### config.mk
export PLATFORM = sky130hd
export DESIGN_NAME = fetch_unit
export DESIGN_NICKNAME = d
export VERILOG_FILES = /design/src/rtl/fetch_unit.sv
export SDC_FILE = /design/constraint.sdc
export NUM_CORES = 1
export LEC_CHECK = 0
export BUFFER_PORTS_ARGS = -buffer_cell sky130_fd_sc_hd__buf_2
export CORE_ASPECT_RATIO = 0.8
export CORE_UTILIZATION = 40
export DETAILED_ROUTE_END_ITERATION = 6
export PLACE_DENSITY = 0.72
export RECOVER_POWER = 100
export SYNTH_ARGS = -nofsm -noshare
export SYNTH_HDL_FRONTEND = slang
export SYNTH_SLANG_ARGS = --single-unit
### constraint.sdc
create_clock -name clk -period 2.9 [get_ports clk]
set_clock_uncertainty 0.05 [all_clocks]
set_input_delay 0.145 -clock clk [delete_from_list [all_inputs] [get_ports clk]]
set_output_delay 0.145 -clock clk [all_outputs]
set_load 0.1 [all_outputs]
### src/rtl/fetch_unit.sv
// Instruction fetch: PC + single-outstanding imem req/ack, one instr per 2 cycles with same-cycle ack.
// Backpressure: stall holds the presented instruction; redirects flush HOLD or retarget a pending request.
module fetch_unit #(
  parameter logic [31:0] RESET_PC = 32'h0000_0000,
  parameter int          CNT_W    = 16
) (
  input  logic             clk,
  input  logic             rst_n,
  input  logic             stall,
  input  logic             branch_taken,
  input  logic [31:0]      branch_base_pc,
  input  logic [31:0]      branch_imm,
  output logic             imem_req,
  output logic [31:0]      imem_addr,
  input  logic             imem_ack,
  input  logic [31:0]      imem_rdata,
  output logic             instr_valid,
  output logic [31:0]      instr,
  output logic [31:0]      instr_pc,
  output logic [6:0]       op_code,
  output logic             misaligned,
  output logic [CNT_W-1:0] fetch_count
);

  typedef enum logic [1:0] {
    IDLE = 2'd0,
    REQ  = 2'd1,
    HOLD = 2'd2
  } state_t;

  state_t             state_q, state_d;
  logic [31:0]        pc_q, pc_d;
  logic [31:0]        instr_q, instr_d;
  logic [31:0]        instr_pc_q, instr_pc_d;
  logic               instr_valid_q, instr_valid_d;
  logic               misaligned_q, misaligned_d;
  logic [CNT_W-1:0]   fetch_count_q, fetch_count_d;
  logic               pend_q, pend_d;
  logic [31:0]        pend_pc_q, pend_pc_d;

  logic [31:0]        tgt;
  logic [31:0]        tgt_al;

  assign tgt    = branch_base_pc + branch_imm;
  assign tgt_al = {tgt[31:2], 2'b00};

  always_comb begin
    state_d       = state_q;
    pc_d          = pc_q;
    instr_d       = instr_q;
    instr_pc_d    = instr_pc_q;
    instr_valid_d = instr_valid_q;
    misaligned_d  = misaligned_q;
    fetch_count_d = fetch_count_q;
    pend_d        = pend_q;
    pend_pc_d     = pend_pc_q;

    if (branch_taken && (tgt[1:0] != 2'b00)) begin
      misaligned_d = 1'b1;
    end

    unique case (state_q)
      IDLE: begin
        if (branch_taken) begin
          pc_d = tgt_al;
        end
        state_d = REQ;
      end
      REQ: begin
        if (imem_ack) begin
          if (!pend_q && !branch_taken) begin
            instr_d       = imem_rdata;
            instr_pc_d    = pc_q;
            pc_d          = pc_q + 32'd4;
            instr_valid_d = 1'b1;
            state_d       = HOLD;
          end else begin
            // Wrong-path data: drop it and reissue at the newest target.
            pc_d   = branch_taken ? tgt_al : pend_pc_q;
            pend_d = 1'b0;
          end
        end else if (branch_taken) begin
          pend_d    = 1'b1;
          pend_pc_d = tgt_al;
        end
      end
      HOLD: begin
        if (branch_taken) begin
          instr_valid_d = 1'b0;
          pc_d          = tgt_al;
          state_d       = REQ;
        end else if (!stall) begin
          fetch_count_d = fetch_count_q + CNT_W'(1);
          instr_valid_d = 1'b0;
          state_d       = REQ;
        end
      end
      default: begin
        state_d = IDLE;
      end
    endcase
  end

  always_ff @(posedge clk or negedge rst_n) begin
    if (!rst_n) begin
      state_q       <= IDLE;
      pc_q          <= RESET_PC;
      instr_q       <= 32'd0;
      instr_pc_q    <= 32'd0;
      instr_valid_q <= 1'b0;
      misaligned_q  <= 1'b0;
      fetch_count_q <= '0;
      pend_q        <= 1'b0;
      pend_pc_q     <= 32'd0;
    end else begin
      state_q       <= state_d;
      pc_q          <= pc_d;
      instr_q       <= instr_d;
      instr_pc_q    <= instr_pc_d;
      instr_valid_q <= instr_valid_d;
      misaligned_q  <= misaligned_d;
      fetch_count_q <= fetch_count_d;
      pend_q        <= pend_d;
      pend_pc_q     <= pend_pc_d;
    end
  end

  assign imem_req    = (state_q == REQ);
  assign imem_addr   = pc_q;
  assign instr_valid = instr_valid_q;
  assign instr       = instr_q;
  assign instr_pc    = instr_pc_q;
  assign op_code     = instr_q[6:0];
  assign misaligned  = misaligned_q;
  assign fetch_count = fetch_count_q;

endmodule

==> results of run 1 <==
[placed cells by master, fill, tap and decap left out, drive strengths merged, types with 2 or more instances in the layout]
master and count:
a211o 3, a211oi 6, a21o 14, a21oi 53
a22oi 10, a31oi 6, and2 8, and3 11
and4 4, buf 104, bufinv 5, clkbuf 150
clkinv 5, clkinvlp 2, dfrtp 149, dlygate4sd3 35
ha 33, inv 17, mux2 64, mux2i 4
nand2 108, nand2b 6, nand3 26, nand3b 2
nand4 14, nor2 51, nor2b 6, nor3 9
nor4 2, o211ai 7, o21a 9, o21ai 112
o22ai 2, o31ai 2, or2 2, or3 2
xnor2 41, xor2 28
[registers in the layout, indices dropped and copies added (netlist names)]
name and cells:
pend_pc_q 32, instr_pc 32, imem_addr 32, misaligned 1, instr_valid 1, state_q 2
fetch_count 16, pend_q 1, instr 32
[per-stage QoR]
| step | area [µm²] | hold WS (ps) | setup WS [ps] | util | std cells |
|---|---|---|---|---|---|
| after floorplan | 8330 | -201 | 147 | - | 868 |
| after global placement | 9700 | 125 | 356 | 0.481 | 1318 |
| after detailed placement | 9700 | 129 | 303 | 0.481 | 1318 |
| after CTS | 10700 | 16.1 | 590 | 0.531 | 1385 |
| after global routing | 10500 | 34.0 | 268 | 0.521 | 1385 |
| final | 10500 | 30.7 | 401 | 0.521 | 1385 |
[path summary, 6_finish.rpt]
kind                                from         end  slack (ps)  cells past startpoint
max                           state_q[0]   instr[11]         400                      5
min                        branch_imm[0]  misaligned          30                      4
max reg2reg                   state_q[0]   instr[11]         400                      5
min reg2reg                   misaligned  misaligned         420                      1
max in group asynchronous          rst_n   instr[19]         790                      3
min in group asynchronous          rst_n  misaligned         630                      2
[layer usage]
metal,vias up,global-route usage,part of all wire
li1,3548,-,-
met1,3377,0.303,0.49
met2,252,0.323,0.43
met3,21,0.0426,0.066
met4,0,0.0618,0.014
met5,-,0,0
[repair_timing]
item	CTS	global route
hold buffers	35	0
setup endpoints to repair	0	0
setup buffers	0	0
hold endpoints to repair	94	0
[cell families (layout without fill, tap and decap cells)]
family | Yosys count | after routing | share of synthesized area
multiplexers | 68 | 68 | 0.0913
AO/OA/AOI/OAI | 232 | 232 | 0.161
adder cells (fa/ha/maj) | 34 | 34 | 0.0519
AND/OR/NAND/NOR | 251 | 251 | 0.143
buffers and inverters | 65 | 318 | 0.0335
flip-flops | 149 | 149 | 0.447
XOR/XNOR | 69 | 69 | 0.0725
[synth_stat cells, types with 7 or more instances]
library cell and number:
o21ai_0 102, xnor2_1 41, nand2_1 108, o21a_1 9, xor2_1 28, o21ai_1 10, buf_2 7, nor2_1 49
o211ai_1 7, clkbuf_1 30, and3_1 11, dfrtp_1 149, inv_1 17, nor3_1 7, a21oi_1 53, buf_4 7
and2_1 8, ha_1 33, nand3_1 25, a22oi_1 10, nand4_1 12, a21o_1 14, mux2_2 64
[worst reg2reg max path: stages (launching register included)]
cell and delay (ps):
dfrtp_1 480, nor2b_1 210, clkbuf_1 300, nand3_4 280
clkbuf_4 540, mux2_1 510
[layout make-up]
class / count / area, µm² / area share
clock buffers: 20 / 457 / 0.0435
clock inverters: 12 / 201 / 0.0192
inverters: 17 / 63.8 / 0.00608
multi-input cells: 654 / 4330 / 0.412
flip-flops and latches: 149 / 3730 / 0.355
well taps: 264 / 330 / 0.0314
repair buffers: 269 / 1400 / 0.133
==> flow_metrics.py, run 1 <==
metrics = {
    "setup_path": {
        "cp-start-kind": "flip-flop",
        "crit_type": "flip-flop to flip-flop",
        "cpPeakStageDelay_ps": 540,
        "critPathRequiredTime_ps": 3130,
        "cp.arrival_ps": 2730,
        "slowest_stage": "clkbuf_4",
        "cp_top_family": "buffers and inverters",
        "worst-path-buf-inv": 2,
        "path_max_fanout": 52,
        "endpoint_kind": "flip-flop",
        "path_cells": "nor2b_1, clkbuf_1, nand3_4, clkbuf_4, mux2_1",
    },
    "yosys": {
        "synth-seq-cells": 149,
        "ys_top_cells_by_area": "dfrtp_1 (45%), mux2_2 (8.6%), o21ai_0 (6.1%), ha_1 (5.0%), nand2_1 (4.9%)",
        "synth_warnings": 0,
        "ys_seq_area_frac": 0.447,
        "yosys.area.top_type_share": 0.447,
        "syn_inst": 868,
        "ys.flop_type": "dfrtp_1",
        "ys_types": 53,
        "netlist_area_um2": 8330,
        "syn_avg_cell_area_um2": 9.60,
        "syn_nets": 1003,
        "async_reset_ff_frac": 1.00,
        "yosys.area.top_type": "dfrtp_1",
        "synth_edf_count": 0,
    },
    "timing": {
        "clock.fmax_ghz": 0.400,
        "finalCriticalPeriod_ps": 2500,
        "post-route-period-util": 0.862,
        "slew_viol_final": 63,
        "setup_violations": 0,
        "rsz0062_at_grt": "no",
        "finalHoldViolCount": 0,
        "setup_tns_ps": 0,
        "worst_pin_slew_ps": 1610,
        "relSlewSlack": -0.0736,
    },
    "finish": {
        "drive_above_1_share": 0.192,
        "fin_nets": 1243,
        "syn_to_final_growth_pct": 26.0,
        "num_antenna_cells": 0,
        "nFillCells": 1945,
    },
    "drt": {
        "drt_pass1_iterations": 5,
        "vias": 7198,
        "detail-route-antenna-nets": 0,
        "drt_iter0_drc": 458,
        "drc": 0,
        "viasPerCell": 5.20,
        "routedWlPerCell_um": 16.4,
        "wirelength_mm": 22.7,
    },
    "die": {
        "core_area_um2": 20100,
        "num_io_pins": 223,
        "die_y_um": 131,
        "die_width_um": 163,
        "num_rows": 46,
        "dieArea_um2": 21400,
        "initial_core_util": 0.414,
    },
    "global_route": {
        "antenna_found_initial": 0,
        "grt_pass1_wl_mm": 36.0,
        "grt_max_degree": 64,
        "first_global_vias": 6893,
        "gr-total-overflow": 0,
        "track_usage": 0.212,
    },
    "placement": {
        "place_congestion": 0.857,
        "dp_hpwl_mm": 16.1,
        "portBuffers": 222,
    },
    "min_path": {
        "hp-class": "input pin to flip-flop",
    },
    "status": {
        "violations": "max-capacitance violations, max-slew violations",
        "status": "finished with violations",
    },
    "clock_network": {
        "cts_inserted_buffers": 17,
        "cts_buffer_depth": 2,
        "htreeDepth": 4,
        "numClockSinks": 149,
        "insertion_delay_ps": 420,
        "clk_pin_slew_ps": 60,
        "cts_root_buffer": "clkbuf_16",
        "cts_resized": 0,
        "cts_tree": "built",
    },
    "job": {
        "maxCapViolations": 1,
    },
}
Power of run 1 is left out: the tool's default activity adds up to more than one toggle a clock period on the data nets, which glitch-free logic cannot reach.
==> inputs of run 2 (changes only) <==
--- a/config.mk
+++ b/config.mk
@@ -7,9 +7,9 @@
 export LEC_CHECK = 0
 export BUFFER_PORTS_ARGS = -buffer_cell sky130_fd_sc_hd__buf_2
 export CORE_ASPECT_RATIO = 0.8
-export CORE_UTILIZATION = 40
+export CORE_UTILIZATION = 58
 export DETAILED_ROUTE_END_ITERATION = 6
-export PLACE_DENSITY = 0.72
+export PLACE_DENSITY = 0.95
 export RECOVER_POWER = 100
 export SYNTH_ARGS = -nofsm -noshare
 export SYNTH_HDL_FRONTEND = slang
==> run 2 against run 1 <==
The run still ends with max-capacitance violations, max-slew violations left. Register-to-register slack worse by 20 ps. Routed wire length up 6.4%. Fmax down 0.93%. Final cell count down 6.3%. First-iteration DRC count up 72%. Sequential share of layout area up 0.36 points. Design area down 1.0%. Worst hold slack better by 8.8 ps. Core utilization up 23 points. Largest cell class unchanged.
==> flow_metrics.py, run 2 (synthesis gave the netlist of run 1 again) <==
metrics = {
    "finish": {
        "mostFrequentLayoutCells": "dfrtp_1 (149), clkbuf_1 (125), nand2_1 (108)",
        "nFillCells": 942,
        "num_antenna_cells": 0,
        "syn_to_final_growth_pct": 24.8,
        "design_area_um2": 10400,
        "layout_commonest_cell": "dfrtp_1",
        "drive_above_1_share": 0.187,
        "fin_nets": 1241,
    },
    "timing": {
        "rsz0062_at_grt": "no",
        "post-route-period-util": 0.870,
        "slew_viol_final": 38,
        "clock.fmax_ghz": 0.397,
        "final.setup.worst_slack_ps": 378,
        "finalCriticalPeriod_ps": 2520,
        "finalHoldViolCount": 0,
        "worst_pin_slew_ps": 2100,
        "relSlewSlack": -0.401,
        "setup_violations": 0,
        "setup_tns_ps": 0,
    },
    "setup_path": {
        "slowest_stage": "nor2b_1",
        "path_cells": "nor2b_1, o21ai_0, a211o_1, o211ai_1",
        "endpoint_kind": "flip-flop",
        "cp.arrival_ps": 2790,
        "cpPeakStageDelay_ps": 1120,
        "path_max_fanout": 19,
        "crit_type": "flip-flop to flip-flop",
        "worst-path-buf-inv": 0,
        "timing.rr.start": "state_q[0]",
        "critPathRequiredTime_ps": 3170,
        "cp_top_family": "simple AND/OR/NAND/NOR gates",
        "crit_start": "state_q[0]",
        "cp-start-kind": "flip-flop",
    },
    "die": {
        "die_width_um": 136,
        "num_rows": 38,
        "dieArea_um2": 14900,
        "initial_core_util": 0.604,
        "num_io_pins": 223,
        "die_y_um": 109,
        "core_area_um2": 13800,
    },
    "clock_network": {
        "clk_pin_slew_ps": 60,
        "cts_root_buffer": "clkbuf_16",
        "post-cts-setup-buffer-count": 0,
        "cts_buffer_depth": 2,
        "htreeDepth": 4,
        "cts_resized": 0,
        "numClockSinks": 149,
        "cts_tree": "built",
        "cts_hold_buffers": 35,
        "cts_inserted_buffers": 17,
        "insertion_delay_ps": 420,
    },
    "drt": {
        "drt_pass1_iterations": 6,
        "drt_iter0_drc": 789,
        "viasPerCell": 5.98,
        "drc": 0,
        "routedWlPerCell_um": 18.6,
        "vias": 7760,
        "wirelength_mm": 24.2,
        "detail-route-antenna-nets": 0,
    },
    "status": {
        "violations": "max-capacitance violations, max-slew violations",
        "status": "finished with violations",
    },
    "global_route": {
        "first_global_vias": 7385,
        "grt_max_degree": 113,
        "grt_pass1_wl_mm": 37.5,
        "gr-total-overflow": 0,
        "antenna_found_initial": 0,
        "track_usage": 0.327,
    },
    "min_path": {
        "worstHoldStart": "branch_imm[0]",
        "hp-class": "input pin to flip-flop",
    },
    "job": {
        "maxCapViolations": 1,
    },
    "placement": {
        "portBuffers": 222,
        "place_congestion": 0.959,
        "placedInstanceArea_um2": 9580,
        "dp_hpwl_mm": 15.6,
        "place_ws_ps": 249,
    },
}
run 2: cell types whose count changed in the layout (fill, tap and decap cells not counted), sizes merged:
cell	change
buf	-1
bufinv	+1
clkbuf	-3
inv	+4
clkinv	-4
run 2: final timing paths:
| kind | slack, ps | end | cells past startpoint |
|---|---|---|---|
| max | 380 | imem_addr[29] | 4 |
| min | 40 | misaligned | 4 |
| max reg2reg | 380 | imem_addr[29] | 4 |
| min reg2reg | 420 | pend_pc_q[28] | 2 |
| max in group asynchronous | 550 | instr_pc[23] | 3 |
| min in group asynchronous | 830 | misaligned | 2 |
run 2: cell type report:
type / instances / area (µm²) / share of cell area
multi-input combinational: 654 / 4320 / 0.415
clock buffer: 18 / 439 / 0.0422
timing repair buffer: 267 / 1380 / 0.133
sequential: 149 / 3730 / 0.359
inverter: 17 / 63.8 / 0.00614
clock inverter: 13 / 244 / 0.0235
tap: 180 / 225 / 0.0217
run 2: layer usage:
layer,vias to the layer above,GRT usage,wire length [µm]
li1,3533,-,-
met1,3671,0.421,9850
met2,493,0.529,11400
met3,63,0.0772,2310
met4,0,0.144,640
met5,-,0,0
run 2: worst min-delay path, stage by stage:
cell      delay, ps
buf_2            80
ha_1            110
o21ai_0          70
nand2b_1         70
run 2: per-stage QoR:
| stage | std cells | hold WS, ps | utilization |
|---|---|---|---|
| after floorplan | 868 | -201 | - |
| after global placement | 1232 | 11.2 | 0.695 |
| after detailed placement | 1232 | 11.6 | 0.695 |
| after CTS | 1298 | 27.5 | 0.770 |
| after global routing | 1298 | 84.0 | 0.754 |
| final | 1298 | 39.5 | 0.754 |
Power of run 2 is left out for the same reason.
